[config.mk]
export PLATFORM = sky130hd
export DESIGN_NAME = hf_resp_timer
export DESIGN_NICKNAME = d
export VERILOG_FILES = /design/src/rtl/hf_resp_timer.sv
export SDC_FILE = /design/constraint.sdc
export NUM_CORES = 1
export LEC_CHECK = 0
export CORE_MARGIN = 2
export CORE_UTILIZATION = 30
export DETAILED_ROUTE_END_ITERATION = 8
export PLACE_DENSITY_LB_ADDON = 0.3
export SLEW_MARGIN = 15
export SYNTH_ARGS = -nofsm -noshare
export SYNTH_HDL_FRONTEND = slang
export SYNTH_SLANG_ARGS = --single-unit
[constraint.sdc]
create_clock -name ck_1356meg -period 4.2 [get_ports ck_1356meg]
set_clock_uncertainty 0.2 [all_clocks]
set_input_delay 0.84 -clock ck_1356meg [delete_from_list [all_inputs] [get_ports ck_1356meg]]
set_output_delay 0.84 -clock ck_1356meg [all_outputs]
set_load 0.005 [all_outputs]
[src/rtl/hf_resp_timer.sv]
// hf_resp_timer
//
// Reader-to-tag response timer for the HF front end. Counts clock cycles
// from the end of the last reader pause (carrier restored) to the first
// detected tag subcarrier modulation, and queues each measurement as a
// flagged record in a first-word-fall-through FIFO for the ARM readout.
//
// Optional feature macro: TIMER_TIMEOUT_EN
//   defined   : a measurement with no detect is closed with a timeout record
//               {1, 0, TIMEOUT} once the count reaches TIMEOUT.
//   undefined : no timeout; the counter saturates and waits for a detect,
//               carrier_off, en=0 or reset.
//
// Parameters
//   CNT_W   counter width (>= 4)
//   DEPTH   FIFO depth in records (power of two, >= 2)
//   TIMEOUT timeout limit in cycles (1 .. 2^CNT_W-1), timeout build only
//
// Ports
//   ck_1356meg   in   clock, posedge
//   nreset       in   asynchronous active-low reset
//   en           in   measurement enable
//   carrier_off  in   1 = reader pause in progress
//   mod_det      in   1 = tag modulation detected this cycle
//   rd_en        in   pop request, ignored when empty
//   rd_data      out  head record {timeout, sat, count}, 0 when empty
//   empty        out  FIFO empty
//   full         out  FIFO full
//   level        out  records held
//   drop_cnt     out  records lost to overflow, saturates at 255
//   busy         out  measurement FSM not idle
//
// State table
//   state    | meaning
//   ST_IDLE  | waiting for en=1 and a reader pause
//   ST_PAUSE | reader pause in progress, waiting for carrier restore
//   ST_COUNT | counting cycles since carrier restore, waiting for tag response

module hf_resp_timer #(
    parameter int CNT_W   = 16,
    parameter int DEPTH   = 8,
    parameter int TIMEOUT = 4096
) (
    input  logic                      ck_1356meg,
    input  logic                      nreset,
    input  logic                      en,
    input  logic                      carrier_off,
    input  logic                      mod_det,
    input  logic                      rd_en,
    output logic [CNT_W+1:0]          rd_data,
    output logic                      empty,
    output logic                      full,
    output logic [$clog2(DEPTH):0]    level,
    output logic [7:0]                drop_cnt,
    output logic                      busy
);

    localparam int AW = $clog2(DEPTH);
    localparam logic [CNT_W-1:0] CNT_MAX = '1;
    localparam logic [CNT_W-1:0] CNT_ONE = CNT_W'(1);
    localparam logic [AW:0]      LVL_FULL = (AW+1)'(DEPTH);

    // Elaboration-time parameter sanity check.
    if (CNT_W < 4 || DEPTH < 2 || (DEPTH & (DEPTH - 1)) != 0 || TIMEOUT < 1 ||
        longint'(TIMEOUT) > ((longint'(1) << CNT_W) - 1)) begin : g_param_err
        $error("hf_resp_timer: illegal parameter combination");
    end

`ifdef TIMER_TIMEOUT_EN
    // cnt_q is N on the edge E0+N; the count reaches TIMEOUT on the edge
    // where cnt_q is TIMEOUT-1, which is where the timeout record is pushed.
    localparam logic [CNT_W-1:0] TO_LAST = CNT_W'(TIMEOUT - 1);
    localparam logic [CNT_W-1:0] TO_VAL  = CNT_W'(TIMEOUT);
`endif

    typedef enum logic [1:0] {
        ST_IDLE  = 2'd0,
        ST_PAUSE = 2'd1,
        ST_COUNT = 2'd2
    } state_e;

    state_e             state_q, state_d;
    logic [CNT_W-1:0]   cnt_q, cnt_d;
    logic               sat_q, sat_d;
    logic               busy_q, busy_d;

    logic               push;
    logic [CNT_W+1:0]   push_rec;

    // ------------------------------------------------------------------
    // Measurement FSM: next-state and record generation
    // ------------------------------------------------------------------
    always_comb begin
        state_d  = state_q;
        cnt_d    = cnt_q;
        sat_d    = sat_q;
        push     = 1'b0;
        push_rec = {1'b0, sat_q, cnt_q};

        if (!en) begin
            // In-flight measurement is abandoned without a record.
            state_d = ST_IDLE;
        end else begin
            case (state_q)
                ST_IDLE: begin
                    if (carrier_off) begin
                        state_d = ST_PAUSE;
                    end
                end
                ST_PAUSE: begin
                    if (!carrier_off) begin
                        state_d = ST_COUNT;
                        cnt_d   = CNT_ONE;
                        sat_d   = 1'b0;
                    end
                end
                ST_COUNT: begin
                    if (carrier_off) begin
                        // A new pause restarts the measurement.
                        state_d = ST_PAUSE;
                    end else if (mod_det) begin
                        push    = 1'b1;
                        state_d = ST_IDLE;
`ifdef TIMER_TIMEOUT_EN
                    end else if (cnt_q >= TO_LAST) begin
                        push     = 1'b1;
                        push_rec = {1'b1, 1'b0, TO_VAL};
                        state_d  = ST_IDLE;
`endif
                    end else if (cnt_q != CNT_MAX) begin
                        cnt_d = cnt_q + CNT_ONE;
                        if (cnt_q == CNT_MAX - CNT_ONE) begin
                            sat_d = 1'b1;
                        end
                    end
                end
                default: begin
                    state_d = ST_IDLE;
                end
            endcase
        end

        busy_d = (state_d != ST_IDLE);
    end

    always_ff @(posedge ck_1356meg or negedge nreset) begin
        if (!nreset) begin
            state_q <= ST_IDLE;
            cnt_q   <= '0;
            sat_q   <= 1'b0;
            busy_q  <= 1'b0;
        end else begin
            state_q <= state_d;
            cnt_q   <= cnt_d;
            sat_q   <= sat_d;
            busy_q  <= busy_d;
        end
    end

    assign busy = busy_q;

    // ------------------------------------------------------------------
    // Record FIFO (first-word-fall-through)
    // ------------------------------------------------------------------
    logic [CNT_W+1:0] mem_q [DEPTH];
    logic [AW:0]      wr_ptr_q, rd_ptr_q;
    logic [AW:0]      level_w;
    logic             do_pop, do_push, do_drop;

    // Pointers carry one extra wrap bit so that full and empty differ.
    assign level_w = wr_ptr_q - rd_ptr_q;
    assign empty   = (level_w == '0);
    assign full    = (level_w == LVL_FULL);
    assign level   = level_w;

    // A pop while full frees the slot the simultaneous push needs.
    assign do_pop  = rd_en & ~empty;
    assign do_push = push & (~full | do_pop);
    assign do_drop = push & ~do_push;

    always_ff @(posedge ck_1356meg or negedge nreset) begin
        if (!nreset) begin
            wr_ptr_q <= '0;
            rd_ptr_q <= '0;
            drop_cnt <= '0;
        end else begin
            if (do_push) begin
                wr_ptr_q <= wr_ptr_q + (AW+1)'(1);
            end
            if (do_pop) begin
                rd_ptr_q <= rd_ptr_q + (AW+1)'(1);
            end
            if (do_drop && drop_cnt != 8'hFF) begin
                drop_cnt <= drop_cnt + 8'd1;
            end
        end
    end

    // Storage needs no reset: contents are only visible through the pointers.
    always_ff @(posedge ck_1356meg) begin
        if (do_push) begin
            mem_q[wr_ptr_q[AW-1:0]] <= push_rec;
        end
    end

    assign rd_data = empty ? '0 : mem_q[rd_ptr_q[AW-1:0]];

endmodule

==> results.json, run 1 <==
{
  "status": "finished clean",
  "setup_viol": 0,
  "syn_avg_cell_area_um2": 15.9,
  "drv_slew": 0,
  "core-area_um2": 24200,
  "antenna_found_initial": 0,
  "cts.clk_slew.worst_paths_ns": 0.07,
  "grt_pass1_wl_mm": 24.7,
  "switchingPower_uw": 1380,
  "final_cell_mix": "136 x edfxtp_1, 56 x nand2_1, 36 x clkdlybuf4s50_1",
  "power_frac_clock_pct": 29.4,
  "p_comb_share_pct": 29.8,
  "syn_nets": 477,
  "crit_path_end_kind": "primary output",
  "synth_edf_count": 136,
  "root_buffer": "clkbuf_16",
  "critPathRequiredTime_ns": 3.16,
  "insertion_delay_ns": 0.42,
  "min-delay-start": "drop_cnt[3]",
  "synthFlopType": "edfxtp_1",
  "gp_congestion": 0.847,
  "numCtsBuffers": 17,
  "min_path_type": "register to register",
  "nets": 541,
  "area_growth_syn_to_layout_pct": 20.2,
  "startpoint_type": "register",
  "synth_cells": 462,
  "vias": 4187,
  "tightest_slew_ns": 0.900,
  "grt_usage_pct": 12.7,
  "cts_tree": "yes",
  "startpoint": "wr_ptr_q[0]",
  "ant_nets": 0,
  "dpl_cell_area_um2": 8230,
  "setup_ws_ns": 0.134,
  "place_hpwl_mm": 10.2,
  "synthArstFlopShare_pct": 20.9,
  "avgRoutedWirePerCell_um": 18.3,
  "grt_pass1_vias": 4274,
  "cap_violations": 0,
  "die_w_um": 160,
  "p_leak_uw": 0.00313,
  "synth_cell_types": 62,
  "drive_above_1_share_pct": 22.1,
  "arrival_ns": 3.03,
  "cts_hold_buf": 0,
  "drtIter0Drc": 261,
  "fin_crit_sh_pct": 96.8,
  "dieArea_um2": 25700,
  "numPortBuffers": 37,
  "start_util_pct": 30.3,
  "overflow": 0,
  "maxSlewHeadroom_pct": 40.0,
  "final_cells": 863,
  "layout_commonest_cell": "edfxtp_1",
  "fillers": 2235,
  "rr_startpoint": "wr_ptr_q[0]",
  "pre_cts_ws_ns": 0.477,
  "fmax_mhz": 246,
  "fin_tns_setup_ns": 0,
  "cts_sinks": 172,
  "via_per_inst": 4.85,
  "ios": 39,
  "period_needed_ns": 4.07,
  "internal_power_uw": 3370,
  "powerDensity_nw_per_um2": 539,
  "path_max_fanout": 6,
  "crit_type": "register to primary output",
  "synth_area_um2": 7330,
  "yosysSeqAreaShare_pct": 68.0,
  "final_cell_area_um2": 8800,
  "swShare_pct": 29.0,
  "placedCellCount": 828,
  "rows": 57,
  "drt_pass1_iterations": 5,
  "ys_warn_count": 0,
  "cts_buffer_depth": 2,
  "vdd_drop_max_uv": 243,
  "route.detailed.drc": 0,
  "synth-seq-cells": 172,
  "antennaDiodeCount": 0,
  "cts_max_level": 4,
  "hold_ws_ns": 0.329,
  "chipHeight_um": 160,
  "hold_violations": 0,
  "grt_start_max_net_pins": 38,
  "pwr-share-seq_pct": 40.9,
  "routed_wl_mm": 15.8
}
-- stage by stage --
stage	utilization (%)	total power [uW]
2_1_floorplan	-	2750
3_3_place_gp	34.0	3360
3_5_place_dp	34.0	3380
4_1_cts	36.2	4770
5_1_grt	36.4	4980
6_report	36.4	4750
-- cells by family after synthesis --
| logic type | count (synthesis) | share of synthesized area [%] |
|---|---|---|
| buffers and inverters | 29 | 1.62 |
| DFF | 172 | 68.0 |
| other | 1 | 0.0512 |
| xor gates and xnor gates | 20 | 2.39 |
| adders and majority gates | 9 | 1.64 |
| and+or+nand+nor | 135 | 9.91 |
| AOI/OAI and AO/OA | 58 | 5.28 |
| muxes | 38 | 11.1 |
-- path summary, 6_finish.rpt --
path / to / slack (ns) / depth (start not counted)
worst max-delay path: empty / 0.13 / 10
worst min-delay path: drop_cnt[3] / 0.33 / 1
worst max register to register: mem_q[2][11] / 0.76 / 11
worst min register to register: drop_cnt[3] / 0.33 / 1
max in group asynchronous: wr_ptr_q[0] / 2.83 / 1
min in group asynchronous: drop_cnt[6] / 0.34 / 1
-- power groups by stage --
stage / sequential, uW / clock, uW / combinational (uW)
after floorplan: 1950 / 0 / 800
after global placement: 1980 / 0 / 1390
after detailed placement: 1980 / 0 / 1400
after CTS: 1940 / 1430 / 1400
after global routing: 1950 / 1490 / 1540
final: 1940 / 1390 / 1410
-- cell usage after synthesis (all sizes together) (2+ instances only) --
master,instances,area share (%)
a21o,2,0.20
nand4,7,0.80
nor3,11,0.89
and2,2,0.17
ha,8,1.4
inv,10,0.51
a211oi,3,0.38
o21a,2,0.20
nor2b,3,0.29
o21ai,7,0.48
nand2,56,2.9
o31ai,2,0.20
nor2,16,0.82
nand3b,2,0.20
clkbuf,12,0.61
and4b,2,0.27
xor2,4,0.48
buf,6,0.44
and3,6,0.53
o211ai,2,0.27
nor4,3,0.55
or4,3,0.36
mux4,34,10
xnor2,16,1.9
edfxtp,136,56
nand3,11,0.92
nor3b,2,0.20
a21oi,31,2.1
dfrtp,36,12
or3,5,0.43
or2,3,0.26
mux2,4,0.61
-- layer usage --
layer | up-vias | global-route usage [%] | wire (um)
met5 | - | 0 | 0
met4 | 0 | 4.67 | 336
met3 | 24 | 2.91 | 495
met2 | 99 | 21.6 | 8240
met1 | 2150 | 15.9 | 6750
li1 | 1914 | - | -
-- repair_timing --
action / CTS / global route
endpoints found under the setup margin: 1 / 18
gates cloned: 0 / 1
pin swaps: 0 / 1
resized for setup: 0 / 9
buffers inserted: 0 / 2
-- worst max-delay path, stage by stage (launching register included) --
cell	delay (ns)
dfrtp_2	0.43
inv_1	0.08
ha_2	0.19
inv_1	0.05
fa_1	0.37
xor2_1	0.17
or2_4	0.27
nor3_4	0.23
buf_4	0.17
buf_6	0.13
clkdlybuf4s50_1	0.50
-- state kept, by name, summed over array words and instances (netlist names) --
name,cells
rd_ptr_q,4
busy,1
sat_q,1
drop_cnt,8
mem_q,136
wr_ptr_q,4
state_q,2
cnt_q,16
-- area by class of cell --
| cell class | instances | area [um2] | share of cell area (%) |
|---|---|---|---|
| Sequential cell | 172 | 4990 | 56.7 |
| Multi-Input combinational cell | 261 | 2280 | 25.9 |
| Timing Repair Buffer | 63 | 568 | 6.45 |
| Clock buffer | 18 | 429 | 4.88 |
| Tap cell | 324 | 405 | 4.61 |
| Clock inverter | 14 | 93.8 | 1.07 |
| Inverter | 11 | 41.3 | 0.469 |
Note: power is estimated with default switching activity, not from simulation.
==> inputs of run 2 (changes only) <==
- ABC_CLOCK_PERIOD_IN_PS: default -> 4200
==> results of run 2 <==
Same layout as run 1: the final DEF is identical, and so are final timing and power.
==> inputs of run 3 (changes only) <==
- ABC_CLOCK_PERIOD_IN_PS: 4200 -> 4100
- CTS_CLUSTER_DIAMETER: default -> 40
- clock period: 4.2 -> 4.1 ns (I/O delays scaled with it)
==> results.json, run 3 (synthesized netlist as in run 1, its figures left out) <==
{
  "startpoint_type": "register",
  "rows": 57,
  "maxSlewHeadroom_pct": 41.3,
  "chipHeight_um": 160,
  "grt_pass1_wl_mm": 24.6,
  "grt_start_max_net_pins": 38,
  "gp_congestion": 0.844,
  "path_max_fanout": 12,
  "drtIter0Drc": 289,
  "antennaDiodeCount": 0,
  "fmax_mhz": 252,
  "cts_buffer_depth": 2,
  "start_util_pct": 30.3,
  "placedCellCount": 827,
  "vias": 4119,
  "grt_usage_pct": 12.6,
  "drive_above_1_share_pct": 20.7,
  "period_needed_ns": 3.97,
  "pre_cts_ws_ns": 0.413,
  "crit_type": "register to primary output",
  "p_leak_uw": 0.00315,
  "status": "finished clean",
  "setup_ws_ns": 0.132,
  "antenna_found_initial": 0,
  "nets": 537,
  "place_hpwl_mm": 9.97,
  "setup_viol": 0,
  "critPathRequiredTime_ns": 3.08,
  "cts.clk_slew.worst_paths_ns": 0.06,
  "drv_slew": 0,
  "largest_reg_flops": 136,
  "area_growth_syn_to_layout_pct": 20.9,
  "drt_pass1_iterations": 4,
  "insertion_delay_ns": 0.42,
  "root_buffer": "clkbuf_16",
  "via_per_inst": 4.80,
  "numCtsBuffers": 17,
  "powerDensity_nw_per_um2": 572,
  "numPortBuffers": 37,
  "cts_tree": "yes",
  "fin_crit_sh_pct": 96.8,
  "overflow": 0,
  "die_w_um": 160,
  "fin_tns_setup_ns": 0,
  "ios": 39,
  "dieArea_um2": 25700,
  "routed_wl_mm": 15.3,
  "ant_nets": 0,
  "final_cells": 859,
  "cap_violations": 0,
  "tightest_slew_ns": 0.881,
  "core-area_um2": 24200,
  "cts_sinks": 172,
  "hold_violations": 0,
  "fillers": 2279,
  "final_util_pct": 36.6,
  "cts_max_level": 4,
  "min_path_type": "input port to async pin",
  "grt_pass1_vias": 4338,
  "arrival_ns": 2.95,
  "final_cell_mix": "136 x edfxtp_1, 56 x nand2_1, 36 x clkdlybuf4s50_1",
  "avgRoutedWirePerCell_um": 17.8,
  "route.detailed.drc": 0,
  "layout_commonest_cell": "edfxtp_1",
  "crit_path_end_kind": "primary output",
  "vdd_drop_max_uv": 302
}
==> run 3: critical path: stages, from the launching register on <==
cell	delay, ns
dfrtp_2	0.47
inv_1	0.10
ha_1	0.18
inv_1	0.06
fa_1	0.37
xor2_1	0.17
or2_4	0.29
nor3_4	0.17
buf_6	0.19
clkdlybuf4s50_1	0.52
==> run 3: per-layer routing <==
layer | track usage [%] | up-vias | wire length, um | share of wire [%]
met5 | 0 | - | 0 | 0
met4 | 3.93 | 0 | 225 | 1.5
met3 | 2.88 | 12 | 383 | 2.5
met2 | 20.8 | 49 | 7780 | 51
met1 | 16.5 | 2153 | 6910 | 45
li1 | - | 1905 | - | -
==> run 3: what timing repair did <==
| action | CTS | global route |
|---|---|---|
| buffers inserted | 0 | 0 |
| resized for setup | 1 | 6 |
| hold buffers | 0 | 0 |
| setup endpoints to repair | 12 | 18 |
==> run 3: per-stage QoR <==
| step | cell area [um2] | hold slack (ns) | power [uW] |
|---|---|---|---|
| floorplan | 7330 | 0.299 | 2820 |
| global placement | 8220 | 0.310 | 3450 |
| detailed placement | 8220 | 0.315 | 3450 |
| CTS | 8840 | 0.325 | 5120 |
| global route | 8860 | 0.351 | 5310 |
| finish | 8860 | 0.323 | 5070 |
==> run 3: worst paths after layout <==
path	slack [ns]	cells after the start	from	endpoint
setup / recovery	0.13	9	wr_ptr_q[0]	empty
hold reg to reg	0.33	1	drop_cnt[4]	drop_cnt[4]
min in group ck_1356meg	0.33	1	drop_cnt[4]	drop_cnt[4]
setup reg to reg	0.72	11	wr_ptr_q[0]	mem_q[2][6]
max in group asynchronous	2.76	1	nreset	wr_ptr_q[2]
hold / removal	0.32	1	nreset	drop_cnt[6]
==> run 3: power by group <==
group	switching, uW	leakage, uW	internal [uW]
registers	63.0	0.00179	1930
logic	679	0.00106	736
clock network	611	0.000297	1050
total	1350	0.00315	3710
==> run 3: cell type report <==
cell class,count,area (um2),share of cell area [%]
Multi-Input combinational cell,261,2270,25.6
Clock inverter,8,141,1.60
Timing Repair Buffer,59,538,6.08
Sequential cell,172,4990,56.3
Clock buffer,24,472,5.33
Tap cell,324,405,4.58
Inverter,11,41.3,0.466
